<file path="config.mk">
export PLATFORM = sky130hd
export DESIGN_NAME = usb_ep2_cmd_decoder
export DESIGN_NICKNAME = d
export VERILOG_FILES = /design/src/rtl/usb_ep2_cmd_decoder.sv
export SDC_FILE = /design/constraint.sdc
export NUM_CORES = 1
export LEC_CHECK = 0
export ABC_AREA = 1
export BUFFER_PORTS_ARGS = -buffer_cell sky130_fd_sc_hd__buf_2
export CAP_MARGIN = 20
export CELL_PAD_IN_SITES_DETAIL_PLACEMENT = 0
export CELL_PAD_IN_SITES_GLOBAL_PLACEMENT = 1
export CORE_ASPECT_RATIO = 0.5
export CORE_UTILIZATION = 41
export DETAILED_ROUTE_END_ITERATION = 8
export PLACE_DENSITY_LB_ADDON = 0.1
export REMOVE_ABC_BUFFERS = 1
export SETUP_SLACK_MARGIN = 0.15
export SKIP_CTS_REPAIR_TIMING = 1
export SLEW_MARGIN = 10
export SYNTH_ARGS = -nofsm -noshare
export SYNTH_HDL_FRONTEND = slang
export SYNTH_SLANG_ARGS = --single-unit
</file>
<file path="constraint.sdc">
create_clock -name fpga_gclk -period 11.2 [get_ports fpga_gclk]
set_input_delay 2.24 -clock fpga_gclk [delete_from_list [all_inputs] [get_ports fpga_gclk]]
set_output_delay 2.24 -clock fpga_gclk [all_outputs]
set_load 0.02 [all_outputs]
</file>
<file path="src/rtl/usb_ep2_cmd_decoder.sv">
// Parses EP2 words into checksummed command frames and commits LED or register writes once the frame verifies.
// Commit writes start the cycle after the CHK word; in_ready is low only while a commit drains.
module usb_ep2_cmd_decoder #(
  parameter int          MAX_LEN   = 16,
  parameter logic [15:0] SYNC_WORD = 16'h55AA,
  parameter int          TIMEOUT   = 1024
) (
  input  logic        fpga_gclk,
  input  logic        reset,
  input  logic [15:0] in_data,
  input  logic        in_valid,
  output logic        in_ready,
  output logic        reg_wr_en,
  output logic [7:0]  reg_wr_addr,
  output logic [15:0] reg_wr_data,
  output logic [3:0]  led_out,
  output logic        frame_ok,
  output logic        frame_err,
  output logic [1:0]  err_code,
  output logic [15:0] frame_cnt,
  output logic [7:0]  err_cnt
);

  localparam int IW = $clog2(MAX_LEN);
  localparam int TW = $clog2(TIMEOUT + 1);
  localparam logic [7:0] CMD_LED = 8'h01;
  localparam logic [7:0] CMD_REG = 8'h02;

  typedef enum logic [2:0] {HUNT, HDR, PAYLOAD, CHK, COMMIT} state_t;

  state_t        state, state_nxt;
  logic [7:0]    cmd, len, idx, wr_idx;
  logic [15:0]   sum;
  logic [TW-1:0] idle;
  logic [15:0]   pbuf [MAX_LEN];

  logic       accept, hdr_ok, timed, timeout_hit, commit_done;
  logic       abort, commit_start;
  logic [1:0] abort_code;

  assign in_ready    = (state != COMMIT);
  assign accept      = in_valid & in_ready;
  assign hdr_ok      = (in_data[15:8] == CMD_LED && in_data[7:0] == 8'd1) ||
                       (in_data[15:8] == CMD_REG && in_data[7:0] >= 8'd2 &&
                        in_data[7:0] <= 8'(MAX_LEN));
  assign timed       = (state == HDR) || (state == PAYLOAD) || (state == CHK);
  assign timeout_hit = timed && !accept && (idle == TW'(TIMEOUT - 1));
  assign commit_done = (cmd == CMD_LED) || (wr_idx == len - 8'd1);

  always_comb begin
    state_nxt    = state;
    abort        = 1'b0;
    abort_code   = 2'd0;
    commit_start = 1'b0;
    case (state)
      HUNT:    if (accept && in_data == SYNC_WORD) state_nxt = HDR;
      HDR:     if (accept) begin
                 if (hdr_ok) state_nxt = PAYLOAD;
                 else begin
                   abort     = 1'b1;
                   state_nxt = HUNT;
                 end
               end
      PAYLOAD: if (accept && idx == len - 8'd1) state_nxt = CHK;
      CHK:     if (accept) begin
                 if (in_data == sum) begin
                   commit_start = 1'b1;
                   state_nxt    = COMMIT;
                 end else begin
                   abort      = 1'b1;
                   abort_code = 2'd1;
                   state_nxt  = HUNT;
                 end
               end
      COMMIT:  if (commit_done) state_nxt = HUNT;
      default: state_nxt = HUNT;
    endcase
    if (timeout_hit) begin
      abort      = 1'b1;
      abort_code = 2'd2;
      state_nxt  = HUNT;
    end
  end

  // Payload buffer needs no reset: it is only read after a full frame refills it.
  always_ff @(posedge fpga_gclk) begin
    if (state == PAYLOAD && accept) pbuf[idx[IW-1:0]] <= in_data;
  end

  always_ff @(posedge fpga_gclk or posedge reset) begin
    if (reset) begin
      state       <= HUNT;
      cmd         <= '0;
      len         <= '0;
      idx         <= '0;
      wr_idx      <= '0;
      sum         <= '0;
      idle        <= '0;
      reg_wr_en   <= 1'b0;
      reg_wr_addr <= '0;
      reg_wr_data <= '0;
      led_out     <= '0;
      frame_ok    <= 1'b0;
      frame_err   <= 1'b0;
      err_code    <= '0;
      frame_cnt   <= '0;
      err_cnt     <= '0;
    end else begin
      state     <= state_nxt;
      reg_wr_en <= 1'b0;
      frame_ok  <= 1'b0;
      frame_err <= 1'b0;
      idle      <= (accept || !timed) ? '0 : idle + TW'(1);
      if (state == HDR && accept) begin
        cmd <= in_data[15:8];
        len <= in_data[7:0];
        sum <= in_data;
        idx <= '0;
      end
      if (state == PAYLOAD && accept) begin
        sum <= sum + in_data;
        idx <= idx + 8'd1;
      end
      if (abort) begin
        frame_err <= 1'b1;
        err_code  <= abort_code;
        if (err_cnt != 8'hFF) err_cnt <= err_cnt + 8'd1;
      end
      if (commit_start) begin
        if (cmd == CMD_LED) begin
          led_out  <= pbuf[IW'(0)][3:0];
          frame_ok <= 1'b1;
        end else begin
          reg_wr_en   <= 1'b1;
          reg_wr_addr <= pbuf[IW'(0)][7:0];
          reg_wr_data <= pbuf[IW'(1)];
          wr_idx      <= 8'd1;
          frame_ok    <= (len == 8'd2);
        end
      end
      // wr_idx counts writes already issued; the last one carries frame_ok.
      if (state == COMMIT) begin
        if (commit_done) begin
          frame_cnt <= frame_cnt + 16'd1;
        end else begin
          reg_wr_en   <= 1'b1;
          reg_wr_addr <= reg_wr_addr + 8'd1;
          reg_wr_data <= pbuf[IW'(wr_idx + 8'd1)];
          wr_idx      <= wr_idx + 8'd1;
          frame_ok    <= (wr_idx + 8'd2 == len);
        end
      end
    end
  end

endmodule
</file>
==> results.yml <==
run_status:
  outcome: "finished clean"
sta:
  min_period_over_period: 0.4344
  fin_crit_ns: 4.866
  setup_violations: 0
  worst_pin_slew_ns: 1.124
  setup_ws_ns: 6.334
  rsz0062_at_grt: "false"
  whs_ns: 0.4612
  hold_viol: 0
  fin_setup_tns_ns: 0
  fin_skew_ns: 0.02092
  fmax_mhz: 205.5
  maxSlewViolCount: 0
  relSlewSlack: 0.2508
floorplanning:
  pin_count: 77
  initial_core_util: 0.4234
  die_h_microns: 147.7
  die-width_microns: 293.4
  num_rows: 52
  dieArea_sq_mm: 0.04334
  core_area_sq_mm: 0.04112
clock_network:
  clock_latency_ns: 0.55
  clk_path_buf_depth: 3
  htree_levels: 2
  cts_sinks: 375
  cts_tree: "built"
  clkTransAtPathRegs_ns: 0.06
  root_buffer: "clkbuf_16"
  cts_buffers: 36
routing:
  antenna_left: 0
  wirelength_microns: 50730
  drt_iter0_markers: 1216
  drcViolationCount: 0
  viasPerCell: 5.453
  wl_per_cell_microns: 21.07
  firstDrtPassIters: 5
  vias: 13130
global_route:
  antenna_found_initial: 1
  track_usage: 0.2385
  grt_max_degree: 106
  grt_pass1_vias: 12730
  use_met2: 0.3655
  grt_overflow: 0
  grt_first_pass_wirelength_microns: 77520
  met1_usage: 0.3583
  grt_util_met3: 0.04090
  grt.busiest_layer: "met2"
synth:
  async_flop_share: 0.3173
  ys_warn_count: 0
  synth_area_sq_mm: 0.01741
  synth_edf_count: 256
  ys_ff_latch: 375
  netlist-cell-type-count: 45
  synthCells: 1746
  synthFlopType: "edfxtp_1"
  synth_area_per_cell_sq_um: 9.970
  ys_seq_area_frac: 0.6127
final_layout:
  final_nets: 1861
  fillers: 3876
  final_common_cell: "nand2_1"
  layout_common_cells: "399 x nand2_1, 256 x edfxtp_1, 180 x nor2_1"
  syn_to_final_growth_pct: 11.97
  drive_gt1_frac: 0.1033
  fin_cells: 2408
setup_path:
  crit_arrival_ns: 5.30
  end_kind: "register"
  worst_path_max_delay_cell: "nor2_4"
  rrSetupSlack_ns: 7.95
  required_ns: 11.63
  crit_top_cell: "nand2_1"
  cp_slowest_stage_delay_ns: 0.62
  crit_type: "input port to register"
  path_cells: "buf_2 -> ha_1 -> nor2_1 -> nand2_1 -> nor2_1 -> nand3_1 -> nor2_1 -> nand2_1 -> nor2_4 -> inv_2 -> nand2_1 -> nand2_1 -> inv_1 -> nand2_1 -> nand2_1 -> nand2_1"
  critPathMaxFanout: 29
  critPathTopFamily: "simple AND/OR/NAND/NOR gates"
  startpoint_type: "input port"
  cp.buffers_inverters: 3
place:
  dp_cells: 2342
  place_ws_ns: 5.758
  gp_congestion: 0.8261
  port_buffers: 76
  dp.final_hpwl_microns: 29980
min_path:
  worstHoldPathType: "register to register"
flow_run:
  drv_cap: 0
power:
  p_per_area_mw_per_mm2: 172.0
  ir_drop_mv: 0.1084
  power_mw: 3.354
  p_leak_nw: 7.892
[stage by stage]
step,area (sq um),utilization
2_1_floorplan,17050,-
3_3_place_gp,18370,0.4468
3_5_place_dp,18370,0.4468
4_1_cts,19470,0.4735
5_1_grt,19490,0.4740
6_report,19490,0.4740
[cell families after synthesis]
| group | synth area share |
|---|---|
| xor gates and xnor gates | 0.02609 |
| adders and majority gates | 0.02056 |
| and+or+nand+nor | 0.1849 |
| buffers and inverters | 0.05074 |
| DFF | 0.6127 |
| AOI/OAI and AO/OA | 0.1051 |
[power breakdown]
part | leakage [nW] | total, mW | switching, mW | internal (mW)
clock | 0.531 | 1.19 | 0.536 | 0.650
sequential | 3.80 | 1.61 | 0.0609 | 1.55
combinational | 3.56 | 0.557 | 0.372 | 0.185
[sequential cells by signal (all words and copies together) (netlist names), 2 cells and up]
register	count
cmd	8
err_cnt	8
err_code	2
frame_cnt	16
idle	11
idx	8
led_out	4
len	8
pbuf	256
reg_wr_addr	8
reg_wr_data	16
state	3
sum	16
wr_idx	8
[path summary, 6_finish.rpt]
check,startpoint,to,cells after the start
max,in_data[11],reg_wr_data[12],16
min,idle[0],idle[0],1
max reg2reg,len[0],reg_wr_data[6],14
max in group asynchronous,reset,wr_idx[0],3
min reg2reg,idle[0],idle[0],1
min in group asynchronous,reset,err_code[1],2
[layer usage]
| layer | vias up | share of wire |
|---|---|---|
| met3 | 58 | 0.066 |
| met4 | 0 | 0.014 |
| met1 | 6514 | 0.49 |
| met5 | - | 0 |
| met2 | 409 | 0.43 |
| li1 | 6150 | - |
[cells in the mapped netlist, drive strengths merged (11+ instances only)]
cell type,n,area (sq um)
nand2,403,1528
edfxtp,256,7687
nor2,196,778.2
o21ai,178,894.6
inv,139,524.3
nand3,127,648.1
dfrtp,119,2978
clkbuf,47,176.4
a21oi,44,220.2
o221ai,42,367.9
xor2,32,287.8
ha,27,337.8
buf,25,182.7
nor3,22,115.1
xnor2,19,166.4
o211ai,16,120.1
nand4,11,68.82
[layout make-up]
cell class | instances | area, sq um | share of cell area
clock inverter | 16 | 143.9 | 0.007382
inverter | 139 | 528.0 | 0.02709
antenna | 1 | 2.502 | 0.0001284
multi-input combinational | 1160 | 5896 | 0.3025
tap | 567 | 709.4 | 0.03640
clock buffer | 48 | 955.9 | 0.04904
timing repair buffer | 102 | 588.1 | 0.03017
sequential | 375 | 10670 | 0.5473
No activity file was read; power rests on OpenSTA's default activity.
